===== config.mk =====
export PLATFORM = sky130hd
export DESIGN_NAME = corona_slot_scheduler
export DESIGN_NICKNAME = d
export VERILOG_FILES = /design/src/rtl/game_pkg.sv /design/src/rtl/rr_free_finder.sv /design/src/rtl/corona_slot_scheduler.sv
export SDC_FILE = /design/constraint.sdc
export NUM_CORES = 1
export LEC_CHECK = 0
export ABC_AREA = 1
export BUFFER_PORTS_ARGS = -buffer_cell sky130_fd_sc_hd__buf_2
export CAP_MARGIN = 20
export CORE_MARGIN = 4
export CORE_UTILIZATION = 40
export CTS_CLUSTER_SIZE = 10
export DETAILED_ROUTE_END_ITERATION = 12
export HOLD_SLACK_MARGIN = 0.12
export PLACE_DENSITY = 0.61
export SETUP_SLACK_MARGIN = 0.3
export SLEW_MARGIN = 20
export SYNTH_ARGS = -nofsm -noshare
export SYNTH_HDL_FRONTEND = slang
export SYNTH_SLANG_ARGS = --single-unit

===== constraint.sdc =====
create_clock -name clk -period 15.4 [get_ports clk]
set_input_delay 4.62 -clock clk [delete_from_list [all_inputs] [get_ports clk]]
set_output_delay 4.62 -clock clk [all_outputs]
set_load 0.03 [all_outputs]

===== src/rtl/game_pkg.sv =====
// Shared types for the corona game blocks.
// Slot count, scheduler states and slot vector type.
package game_pkg;

  localparam int NUM_CORONA = 10;
  localparam int SLOT_IDX_W = 4;

  typedef enum logic [1:0] {
    IDLE   = 2'd0,
    RUN    = 2'd1,
    FROZEN = 2'd2
  } sched_state_t;

  typedef logic [NUM_CORONA-1:0] slot_vec_t;

endpackage


===== src/rtl/rr_free_finder.sv =====
// Round-robin free slot search.
// Finds the first clear busy bit starting at rr_ptr, wrapping.
module rr_free_finder
  import game_pkg::*;
#(
  parameter int N  = NUM_CORONA,
  parameter int IW = SLOT_IDX_W
) (
  input  logic [N-1:0]  busy,
  input  logic [IW-1:0] rr_ptr,
  output logic          found,
  output logic [IW-1:0] index
);

  logic [IW:0] cand;

  // walk offsets high to low so the smallest offset wins
  always_comb begin
    found = 1'b0;
    index = '0;
    cand  = '0;
    for (int k = N - 1; k >= 0; k--) begin
      cand = {1'b0, rr_ptr} + (IW+1)'(k);
      if (cand >= (IW+1)'(N)) begin
        cand = cand - (IW+1)'(N);
      end
      if (!busy[cand[IW-1:0]]) begin
        found = 1'b1;
        index = cand[IW-1:0];
      end
    end
  end

endmodule


===== src/rtl/corona_slot_scheduler.sv =====
// Corona slot allocator: round-robin spawn, frame gap,
// free on hit/exit, freeze on timeout.
module corona_slot_scheduler
  import game_pkg::*;
#(
  parameter int NUM_SLOTS        = NUM_CORONA,
  parameter int SPAWN_GAP_FRAMES = 30,
  parameter int X_BITS           = 11
) (
  input  logic                 clk,
  input  logic                 reset,
  input  logic                 startOfFrame,
  input  logic                 gameStart,
  input  logic                 timeout,
  input  logic                 spawnReq,
  input  logic [X_BITS-1:0]    spawnX,
  input  logic [NUM_SLOTS-1:0] slotFree,
  output logic [NUM_SLOTS-1:0] slotActive,
  output logic [NUM_SLOTS-1:0] slotLoad,
  output logic [X_BITS-1:0]    slotLoadX,
  output logic                 spawnAck,
  output logic                 spawnBlocked,
  output logic [3:0]           activeCount,
  output logic [1:0]           state
);

  localparam int IW = $clog2(NUM_SLOTS);

  sched_state_t         state_q, state_d;
  logic [NUM_SLOTS-1:0] slot_active_q, slot_active_d;
  logic [NUM_SLOTS-1:0] slot_load_q, slot_load_d;
  logic [X_BITS-1:0]    load_x_q, load_x_d;
  logic                 ack_q, ack_d;
  logic                 blocked_q, blocked_d;
  logic [3:0]           count_q, count_d;
  logic [IW-1:0]        rr_ptr_q, rr_ptr_d;
  logic [7:0]           cooldown_q, cooldown_d;

  logic                 found;
  logic [IW-1:0]        pick;
  logic                 accept;

  rr_free_finder #(
    .N  (NUM_SLOTS),
    .IW (IW)
  ) u_finder (
    .busy   (slot_active_q),
    .rr_ptr (rr_ptr_q),
    .found  (found),
    .index  (pick)
  );

  // spawn accepted only in RUN with no restart/timeout this cycle;
  // search uses pre-free occupancy
  assign accept = (state_q == RUN) && !timeout && !gameStart &&
                  spawnReq && (cooldown_q == 8'd0) && found;

  // next-state for FSM, slots, cooldown and registered outputs
  always_comb begin
    state_d       = state_q;
    slot_active_d = slot_active_q;
    slot_load_d   = '0;
    load_x_d      = load_x_q;
    ack_d         = 1'b0;
    rr_ptr_d      = rr_ptr_q;
    cooldown_d    = cooldown_q;
    blocked_d     = (state_q == RUN) && spawnReq && (&slot_active_q);
    count_d       = '0;

    if (gameStart) begin
      state_d       = timeout ? FROZEN : RUN;
      slot_active_d = '0;
      rr_ptr_d      = '0;
      cooldown_d    = '0;
    end else if (state_q == RUN) begin
      if (timeout) begin
        state_d = FROZEN;
      end else begin
        slot_active_d = slot_active_q & ~slotFree;
        if (accept) begin
          slot_active_d[pick] = 1'b1;
          slot_load_d[pick]   = 1'b1;
          load_x_d            = spawnX;
          ack_d               = 1'b1;
          cooldown_d          = 8'(SPAWN_GAP_FRAMES);
          if (pick == IW'(NUM_SLOTS - 1)) begin
            rr_ptr_d = '0;
          end else begin
            rr_ptr_d = pick + IW'(1);
          end
        end else if (startOfFrame && cooldown_q != 8'd0) begin
          cooldown_d = cooldown_q - 8'd1;
        end
      end
    end

    for (int i = 0; i < NUM_SLOTS; i++) begin
      count_d = count_d + 4'(slot_active_d[i]);
    end
  end

  // single state register for FSM and all outputs
  always_ff @(posedge clk or posedge reset) begin
    if (reset) begin
      state_q       <= IDLE;
      slot_active_q <= '0;
      slot_load_q   <= '0;
      load_x_q      <= '0;
      ack_q         <= 1'b0;
      blocked_q     <= 1'b0;
      count_q       <= '0;
      rr_ptr_q      <= '0;
      cooldown_q    <= '0;
    end else begin
      state_q       <= state_d;
      slot_active_q <= slot_active_d;
      slot_load_q   <= slot_load_d;
      load_x_q      <= load_x_d;
      ack_q         <= ack_d;
      blocked_q     <= blocked_d;
      count_q       <= count_d;
      rr_ptr_q      <= rr_ptr_d;
      cooldown_q    <= cooldown_d;
    end
  end

  assign slotActive   = slot_active_q;
  assign slotLoad     = slot_load_q;
  assign slotLoadX    = load_x_q;
  assign spawnAck     = ack_q;
  assign spawnBlocked = blocked_q;
  assign activeCount  = count_q;
  assign state        = state_q;

endmodule

==> results of run 1 <==
stage by stage:
stage	power (W)	hold WS, ns	instances	setup WS [ns]
detailed placement	0.000369	0.455	923	6.37
CTS	0.000483	0.471	931	6.68
floorplan	0.000319	0.504	721	7.28
global route	0.000516	0.506	931	6.35
global placement	0.000367	0.456	923	6.46
finish	0.000481	0.466	931	6.68
power by group through the flow:
stage / registers, W / logic, W / clock network [W]
floorplan: 0.000202 / 0.000117 / 0
global placement: 0.000173 / 0.000194 / 0
detailed placement: 0.000173 / 0.000196 / 0
CTS: 0.000171 / 0.000197 / 0.000115
global route: 0.000174 / 0.000218 / 0.000125
finish: 0.000170 / 0.000197 / 0.000113
metal layers:
layer	vias to the layer above	wire (um)	GRT usage (%)
li1	2458	-	-
met1	2277	6760	29.2
met2	105	6500	31.1
met3	8	683	2.90
met4	0	50	2.17
met5	-	0	0
cell usage after synthesis (4+ instances only):
cell	count	area share (%)
sky130_fd_sc_hd__nand2_1	202	15
sky130_fd_sc_hd__inv_1	87	6.6
sky130_fd_sc_hd__nand3_1	73	7.4
sky130_fd_sc_hd__nor2_2	5	0.64
sky130_fd_sc_hd__a31oi_1	4	0.51
sky130_fd_sc_hd__fa_1	7	2.9
sky130_fd_sc_hd__nand2_2	24	3.1
sky130_fd_sc_hd__buf_2	4	0.41
sky130_fd_sc_hd__ha_1	24	6.1
sky130_fd_sc_hd__a21oi_1	31	3.2
sky130_fd_sc_hd__o21ai_0	12	1.2
sky130_fd_sc_hd__o21ai_1	31	3.2
sky130_fd_sc_hd__dfrtp_1	51	26
sky130_fd_sc_hd__inv_2	19	1.5
sky130_fd_sc_hd__nand2_4	7	1.6
sky130_fd_sc_hd__nor3_1	8	0.81
sky130_fd_sc_hd__o21ai_2	17	3.0
sky130_fd_sc_hd__nor2_1	47	3.6
sky130_fd_sc_hd__nand4_1	7	0.89
cells by family (layout without fill, tap and decap cells):
family	after synthesis	in the layout	synth area share, %
AO/OA/AOI/OAI	119	119	15.6
flip-flops	51	51	26.0
adder cells (fa/ha/maj)	31	31	8.96
AND/OR/NAND/NOR	391	391	37.3
XOR/XNOR	9	9	2.06
buffers and inverters	120	183	10.1
final cells by class:
type	instances	area, um^2
fill	1255	6510
multi-input combinational	550	3140
sequential	51	1280
inverter	109	418
timing repair buffer	66	333
tap	147	184
clock buffer	7	143
clock inverter	1	8.76
final timing paths:
path	from	endpoint	slack [ns]	depth (start not counted)
max	gameStart	activeCount[2]	6.68	17
min in group asynchronous	reset	cooldown_q[7]	4.47	2
min reg2reg	slotLoadX[2]	slotLoadX[2]	0.47	2
max in group asynchronous	reset	slotLoad[3]	10.39	2
max reg2reg	rr_ptr_q[1]	activeCount[2]	8.18	27
min	slotLoadX[2]	slotLoadX[2]	0.47	2
registers in the layout (all words and copies together), names as in the netlist:
register / count
activeCount: 4
spawnAck: 1
rr_ptr_q: 4
slotActive: 10
state: 2
cooldown_q: 8
slotLoad: 10
slotLoadX: 11
spawnBlocked: 1
tightest hold or removal path: stages (launching register included):
cell                      delay (ns)
sky130_fd_sc_hd__dfrtp_1        0.34
sky130_fd_sc_hd__nand2_1        0.05
sky130_fd_sc_hd__nand2_1        0.05
==> summary.txt, run 1 <==
Number of hold buffers added after cts: 0
Layout area overhead: 12.0%
Average cell area after synthesis: 6.82 um^2
Die area: 0.0141 mm^2
Proportion of register bits with asynchronous set or reset after synthesis: 100%
Detailed-route wire length per cell: 15.0 um
Worst-case vdd ir drop: 0.0770 mV
Chain of cells forming the critical path: buf_2, inv_1, nand3_1, nor2_1, a21boi_4, nand4_2, nor2_2, nor2_1, nor2_1, fa_1, inv_1, fa_1, fa_1, inv_1, ha_1, fa_1, xnor2_1
Share of the clock period used by the worst path: 56.6%
Clock Sinks: 51
Sum of net half-perimeters after detailed placement: 11.1 mm
Unrepaired setup endpoints after global routing: no
Post-synthesis sequential area ratio: 26.0%
Final instance area: 0.00550 mm^2
Final Hold Violating Endpoints: 0
Fin Clk Skew: 0.00455 ns
Synth Register Bits: 51
I/O Buffers: 65
Antenna Nets Post-Route: 0
Psw: 0.000200 W
CTS tree: yes
Util after Layout: 45.8%
Number of global-route vias before repair: 4457
Bufs on Longest Clock Path: 2
Worst Path Arrival: 8.90 ns
Outcome: finished, final reports clean
Number of buffers inserted to repair setup after CTS: 0
Total gr overflow: 0
Cell-internal power: 0.000280 W
Number of antenna cells inserted: 0
Final setup viols: 0
Commonest non-fill, non-tap cell in the layout: sky130_fd_sc_hd__nand2_1
Mapped Area: 0.00491 mm^2
Yosys warns: 0
Critical path buffers and inverters: 4
Core Rows: 40
Pre-Repair DR Iteration Count: 6
Rel. slew slack: 40.9%
Clock insertion delay at the later pin of the skew report: 0.29 ns
Total power density per cell area: 87.3 mW/mm^2
Largest fanout on the critical path: 23
Die outline height: 119 um
Clk pwr share: 23.6%
Die W: 119 um
Routed WL: 14.0 mm
Cell with the biggest individual delay on the critical path: sky130_fd_sc_hd__a21boi_4
Max-slew violations: 0
Hold WC Path Type: flop to flop
Iteration-0 DRC count of the detailed router: 424
Number of synthesized flops with an enable pin: 0
Count of boundary I/O pins: 66
Transition time at the pin with the least slew margin: 0.887 ns
Largest net degree at the start of global routing: 52
Most used flip-flop cell after synthesis: sky130_fd_sc_hd__dfrtp_1
Kind of end point of the critical path: flop
Max Clk Rate: 0.115 GHz
Core outline area: 0.0120 mm^2
Gp weighted congestion: 0.893
Clock slew at reported path FFs: 0.07 ns
Shortest clock period the worst path allows after layout: 8.72 ns
Switching Share: 41.7%
Most frequent cells in the layout: 202 x sky130_fd_sc_hd__nand2_1, 86 x sky130_fd_sc_hd__inv_1, 73 x sky130_fd_sc_hd__nand3_1, 65 x sky130_fd_sc_hd__buf_2, 51 x sky130_fd_sc_hd__dfrtp_1
Category of the critical setup timing path: input pin to flop
Distinct cell type count after synthesis: 57
Starting utilization of the core area: 40.9%
Sort of element at the start of the critical path: input pin
Via density per instance: 5.21
Final nets: 841
GRT Util Overall: 19.6%
Highest cell delay on the worst timing path: 0.64 ns
Sequential share of power: 35.4%
Syn_nets: 779
Top Family by Delay on Critical Path: adder cells
Ratio of cells with drive above 1 in the final layout: 21.7%
Inserted Clock Buffers: 5
Count of unresolved DRC violations after routing: 0
Critical Path Most Common Cell: sky130_fd_sc_hd__fa_1
Cell area after placement: 0.00535 mm^2
Combinational group share of total power: 41.0%
Wire length of the first global-routing pass: 22.8 mm
Number of antenna violations at the first check in global routing: 0
Cell count after synthesis: 721
Data required, critical path: 15.58 ns
Number of H-tree levels: 2
Leakage: 2.81 nW
Max-cap violation count: 0
Clock Tree Root: sky130_fd_sc_hd__clkbuf_16
Count of cells resized by post-cts repair: 0
Vias post-DR: 4848
Aggregate negative setup slack: 0 ns
Power figures use the tool's default switching activity.
==> run 2, diff against run 1 <==
- clock period: 15.4 -> 8.88 ns (I/O delays scaled with it)
==> summary.txt, run 2 (synthesized netlist as in run 1, its figures left out) <==
Iteration-0 DRC count of the detailed router: 404
Clock Sinks: 51
Number of global-route vias before repair: 4641
Max Used Layer: met4
Clock Tree Root: sky130_fd_sc_hd__clkbuf_16
Count of boundary I/O pins: 66
Die area: 0.0141 mm^2
Count of unresolved DRC violations after routing: 0
Outcome: finished, final reports clean
Core outline area: 0.0120 mm^2
Final Hold Violating Endpoints: 0
Number of buffers inserted to repair setup after CTS: 0
Die W: 119 um
I/O Buffers: 65
Clock insertion delay at the later pin of the skew report: 0.30 ns
Number of antenna cells inserted: 0
Top Family by Delay on Critical Path: adder cells
Share of the clock period used by the worst path: 78.8%
Sort of element at the start of the critical path: flop
Final instance area: 0.00552 mm^2
Cell with the biggest individual delay on the critical path: sky130_fd_sc_hd__dfrtp_1
Largest fanout on the critical path: 23
Worst Path Arrival: 7.19 ns
Unrepaired setup endpoints after global routing: no
Detailed-route wire length per cell: 14.8 um
GRT Util Overall: 19.6%
Pre-Repair DR Iteration Count: 5
Routed WL: 13.8 mm
Hold WC Path Type: flop to flop
Total power consumption of the routed design: 0.000859 W
Gp weighted congestion: 0.955
Worst-case vdd ir drop: 0.131 mV
Kind of end point of the critical path: flop
Number of H-tree levels: 2
Final setup viols: 0
Leakage: 2.82 nW
Final nets: 841
Number of antenna violations at the first check in global routing: 0
Shortest clock period the worst path allows after layout: 7.00 ns
Max-cap violation count: 0
Wire length of the first global-routing pass: 22.9 mm
CTS tree: yes
Number of hold buffers added after cts: 0
Bufs on Longest Clock Path: 2
Util after Layout: 46.0%
Placement-stage worst setup slack: 1.82 ns
Total power density per cell area: 155 mW/mm^2
Core Rows: 40
Cell area after placement: 0.00535 mm^2
Commonest non-fill, non-tap cell in the layout: sky130_fd_sc_hd__nand2_1
Flip-flop count of the largest register after layout: 11
Clock slew at reported path FFs: 0.07 ns
Category of the critical setup timing path: flop to flop
Sum of net half-perimeters after detailed placement: 11.2 mm
Met2 Routed Length: 6.42 mm
Layout area overhead: 12.4%
Aggregate negative setup slack: 0 ns
Antenna Nets Post-Route: 0
Largest net degree at the start of global routing: 52
Highest cell delay on the worst timing path: 0.69 ns
Die outline height: 119 um
Count of cells resized by post-cts repair: 0
Ratio of cells with drive above 1 in the final layout: 21.8%
Detailed-route wire length on metal 1: 6.56 mm
Vias post-DR: 4848
Transition time at the pin with the least slew margin: 0.864 ns
Rel. slew slack: 42.3%
Max-slew violations: 0
Critical path buffers and inverters: 4
Data required, critical path: 9.06 ns
Post-route setup slack: 1.88 ns
Fin Clk Skew: 0.0102 ns
Most frequent cells in the layout: 202 x sky130_fd_sc_hd__nand2_1, 86 x sky130_fd_sc_hd__inv_1, 73 x sky130_fd_sc_hd__nand3_1, 65 x sky130_fd_sc_hd__buf_2, 51 x sky130_fd_sc_hd__dfrtp_1
Starting utilization of the core area: 40.9%
Total gr overflow: 0
Max Clk Rate: 0.143 GHz
Routed length on met3: 756 um
Inserted Clock Buffers: 5
Via density per instance: 5.21
[run 2: changes by cell type in the layout (fill, tap and decap cells not counted)]
cell                         before  now
sky130_fd_sc_hd__clkinvlp_4       0    1
sky130_fd_sc_hd__clkinv_4         1    0
sky130_fd_sc_hd__inv_6            1    2
sky130_fd_sc_hd__bufinv_16        0    1
sky130_fd_sc_hd__clkbuf_1         1    0
sky130_fd_sc_hd__clkbuf_8         1    0
[run 2: worst reg2reg max path: cells and delay by family (launching register included)]
family / cells / cell delay (ns)
flip-flops: 1 / 0.69
XOR/XNOR: 1 / 0.13
adder cells (fa/ha/maj): 7 / 2.87
AND/OR/NAND/NOR: 10 / 1.24
buffers and inverters: 4 / 0.78
AO/OA/AOI/OAI: 5 / 1.19
[run 2: final cells by class]
cell class	count	area, um^2
repair buffers	66	333
multi-input cells	550	3140
flip-flops and latches	51	1280
clock buffers	5	125
fillers	1263	6490
inverters	109	418
clock inverters	3	46.3
well taps	147	184
[run 2: worst paths after layout]
check | from | endpoint | slack (ns) | cells past startpoint
max | rr_ptr_q[1] | activeCount[2] | 1.88 | 27
min | slotLoadX[2] | slotLoadX[2] | 0.47 | 2
max reg2reg | rr_ptr_q[1] | activeCount[2] | 1.88 | 27
min reg2reg | slotLoadX[2] | slotLoadX[2] | 0.47 | 2
max in group asynchronous | reset | slotLoad[2] | 5.84 | 2
min in group asynchronous | reset | slotLoadX[0] | 2.51 | 2
[run 2: power breakdown]
| part | switching [W] | internal (W) | total [W] |
|---|---|---|---|
| combinational | 0.000242 | 0.000101 | 0.000342 |
| clock | 0.0000880 | 0.000134 | 0.000222 |
| sequential | 0.0000224 | 0.000272 | 0.000295 |
[run 2: through the flow]
| stage | cells | hold slack (ns) |
|---|---|---|
| 6_report | 931 | 0.468 |
| 5_1_grt | 931 | 0.498 |
| 4_1_cts | 931 | 0.475 |
| 3_5_place_dp | 923 | 0.459 |
| 3_3_place_gp | 923 | 0.454 |
| 2_1_floorplan | 721 | 0.504 |
[run 2: per-layer routing]
layer	up-vias	global-route usage, %
met2	138	31.9
met4	0	3.84
met3	9	2.61
met5	-	0
li1	2451	-
met1	2250	28.1
==> run 3, diff against run 2 <==
- clock period: 8.88 -> 6.65 ns (I/O delays scaled with it)
==> summary.txt, run 3 (synthesized netlist as in run 1, its figures left out) <==
Fin Clk Skew: 0.00699 ns
FF-to-FF path depth: 26
Aggregate negative setup slack: 0 ns
Die area: 0.0141 mm^2
Largest net degree at the start of global routing: 52
Endpoint with the worst hold slack: slotLoadX[8]
Max Clk Rate: 0.167 GHz
Largest fanout on the critical path: 22
Outcome: finished, final reports clean
Clock Tree Root: sky130_fd_sc_hd__clkbuf_16
Transition time at the pin with the least slew margin: 0.883 ns
Kind of end point of the critical path: flop
Vias post-DR: 4897
Count of boundary I/O pins: 66
Share of the clock period used by the worst path: 90.0%
Worst Path Arrival: 6.18 ns
Die outline height: 119 um
Routed WL: 14.2 mm
Count of unresolved DRC violations after routing: 0
Wire length of the first global-routing pass: 23.1 mm
Worst-case register-to-register setup slack: 0.66 ns
Count of cells along the worst hold path: 2
Startpoint of the most critical hold path: slotLoadX[8]
Core Rows: 40
I/O Buffers: 65
Leakage: 2.87 nW
Die W: 119 um
Total power consumption of the routed design: 0.00112 W
Ratio of cells with drive above 1 in the final layout: 23.6%
Iteration-0 DRC count of the detailed router: 401
Crit Reg-Reg Startpoint: rr_ptr_q[2]
Number of fillers in the final layout: 1226
Total power density per cell area: 200 mW/mm^2
GRT Util Overall: 19.9%
Layout area overhead: 14.1%
Pre-Repair DR Iteration Count: 5
Detailed-route wire length per cell: 15.0 um
Data required, critical path: 6.84 ns
Sum of net half-perimeters after detailed placement: 11.3 mm
Final setup viols: 0
Most frequent cells in the layout: 202 x sky130_fd_sc_hd__nand2_1, 86 x sky130_fd_sc_hd__inv_1, 73 x sky130_fd_sc_hd__nand3_1, 65 x sky130_fd_sc_hd__buf_2, 49 x sky130_fd_sc_hd__dfrtp_1
Util after Layout: 46.7%
Via density per instance: 5.20
Number of antenna cells inserted: 0
Clock insertion delay at the later pin of the skew report: 0.30 ns
Gp weighted congestion: 0.913
Number of global-route vias before repair: 4589
Rel. slew slack: 41.1%
Hold WC Path Type: flop to flop
Inserted Clock Buffers: 5
Total area of multi-input combinational cells: 0.00315 mm^2
Commonest non-fill, non-tap cell in the layout: sky130_fd_sc_hd__nand2_1
Core outline area: 0.0120 mm^2
Flip-flop count of the largest register after layout: 11
Total area of sequential cells: 0.00128 mm^2
Clock slew at reported path FFs: 0.08 ns
Max-cap violation count: 0
Antenna Nets Post-Route: 0
Number of H-tree levels: 2
Number of antenna violations at the first check in global routing: 0
Clock Sinks: 51
Max-slew violations: 0
Starting utilization of the core area: 40.9%
Category of the critical setup timing path: flop to flop
Worst-case vdd ir drop: 0.182 mV
Sort of element at the start of the critical path: flop
Final nets: 851
Bufs on Longest Clock Path: 2
Total gr overflow: 0
Shortest clock period the worst path allows after layout: 5.99 ns
Unrepaired setup endpoints after global routing: no
FF-to-FF End: activeCount[2]
CTS tree: yes
Final Hold Violating Endpoints: 0
-- run 3: timing repair --
item | 4_1_cts | 5_1_grt
gates resized for setup | 0 | 9
hold buffers | 0 | 0
endpoints found under the setup margin | 0 | 3
buffers inserted | 0 | 6
hold endpoints to repair | 0 | 0
-- run 3: final cells by class --
cell class	instances	share of cell area, %
clock buffer	5	2.23
clock inverter	3	0.513
inverter	109	7.57
multi-input combinational	550	56.3
sequential	51	22.9
tap	147	3.28
timing repair buffer	76	7.28
-- run 3: how the worst max path moves through the flow --
| stage | from | end | slack (ns) | depth (start not counted) |
|---|---|---|---|---|
| after floorplan | rr_ptr_q[1] | activeCount[2] | 0.95 | 33 |
| after global placement | rr_ptr_q[2] | activeCount[2] | 0.49 | 32 |
| after detailed placement | rr_ptr_q[2] | activeCount[2] | 0.43 | 32 |
| after CTS | rr_ptr_q[2] | activeCount[2] | 0.43 | 32 |
| after global routing | rr_ptr_q[1] | activeCount[2] | 0.31 | 34 |
| final | rr_ptr_q[2] | activeCount[2] | 0.66 | 26 |
-- run 3: metrics by stage --
stage | std cells | setup WS, ns | cell area (um^2) | hold WS [ns]
final | 941 | 0.663 | 5610 | 0.474
after global routing | 941 | 0.307 | 5610 | 0.501
after floorplan | 721 | 0.954 | 4910 | 0.504
after detailed placement | 927 | 0.432 | 5380 | 0.457
after CTS | 935 | 0.434 | 5540 | 0.479
after global placement | 927 | 0.488 | 5380 | 0.454
-- run 3: power by group --
group / internal [W] / leakage, nW / total [W] / switching (W)
combinational: 0.000138 / 2.11 / 0.000457 / 0.000319
clock: 0.000144 / 0.0759 / 0.000272 / 0.000128
sequential: 0.000364 / 0.686 / 0.000395 / 0.0000311
total: 0.000646 / 2.87 / 0.00112 / 0.000478
-- run 3: per-layer routing --
layer	track usage, %	vias to the layer above	part of all wire, %
li1	-	2465	-
met1	28.8	2308	48
met2	31.9	113	47
met3	2.37	11	4.7
met4	4.34	0	1.0
met5	0	-	0
-- run 3: critical path, stage by stage, from the launching register on --
cell,delay (ns)
sky130_fd_sc_hd__dfrtp_4,0.58
sky130_fd_sc_hd__inv_2,0.22
sky130_fd_sc_hd__ha_1,0.36
sky130_fd_sc_hd__o21ai_0,0.20
sky130_fd_sc_hd__nand2_1,0.11
sky130_fd_sc_hd__o21ai_2,0.12
sky130_fd_sc_hd__nand2_1,0.07
sky130_fd_sc_hd__o21ai_1,0.25
sky130_fd_sc_hd__o21ai_1,0.13
sky130_fd_sc_hd__o22ai_1,0.17
sky130_fd_sc_hd__nand2_1,0.14
sky130_fd_sc_hd__nand2_2,0.16
sky130_fd_sc_hd__inv_2,0.05
sky130_fd_sc_hd__nand3_1,0.10
sky130_fd_sc_hd__nor2_1,0.08
sky130_fd_sc_hd__a21boi_4,0.17
sky130_fd_sc_hd__buf_4,0.31
sky130_fd_sc_hd__inv_2,0.20
sky130_fd_sc_hd__o21ai_2,0.23
sky130_fd_sc_hd__inv_2,0.06
sky130_fd_sc_hd__fa_1,0.50
sky130_fd_sc_hd__fa_1,0.43
sky130_fd_sc_hd__fa_1,0.49
sky130_fd_sc_hd__inv_1,0.04
sky130_fd_sc_hd__ha_1,0.19
sky130_fd_sc_hd__fa_1,0.38
sky130_fd_sc_hd__xnor2_1,0.13
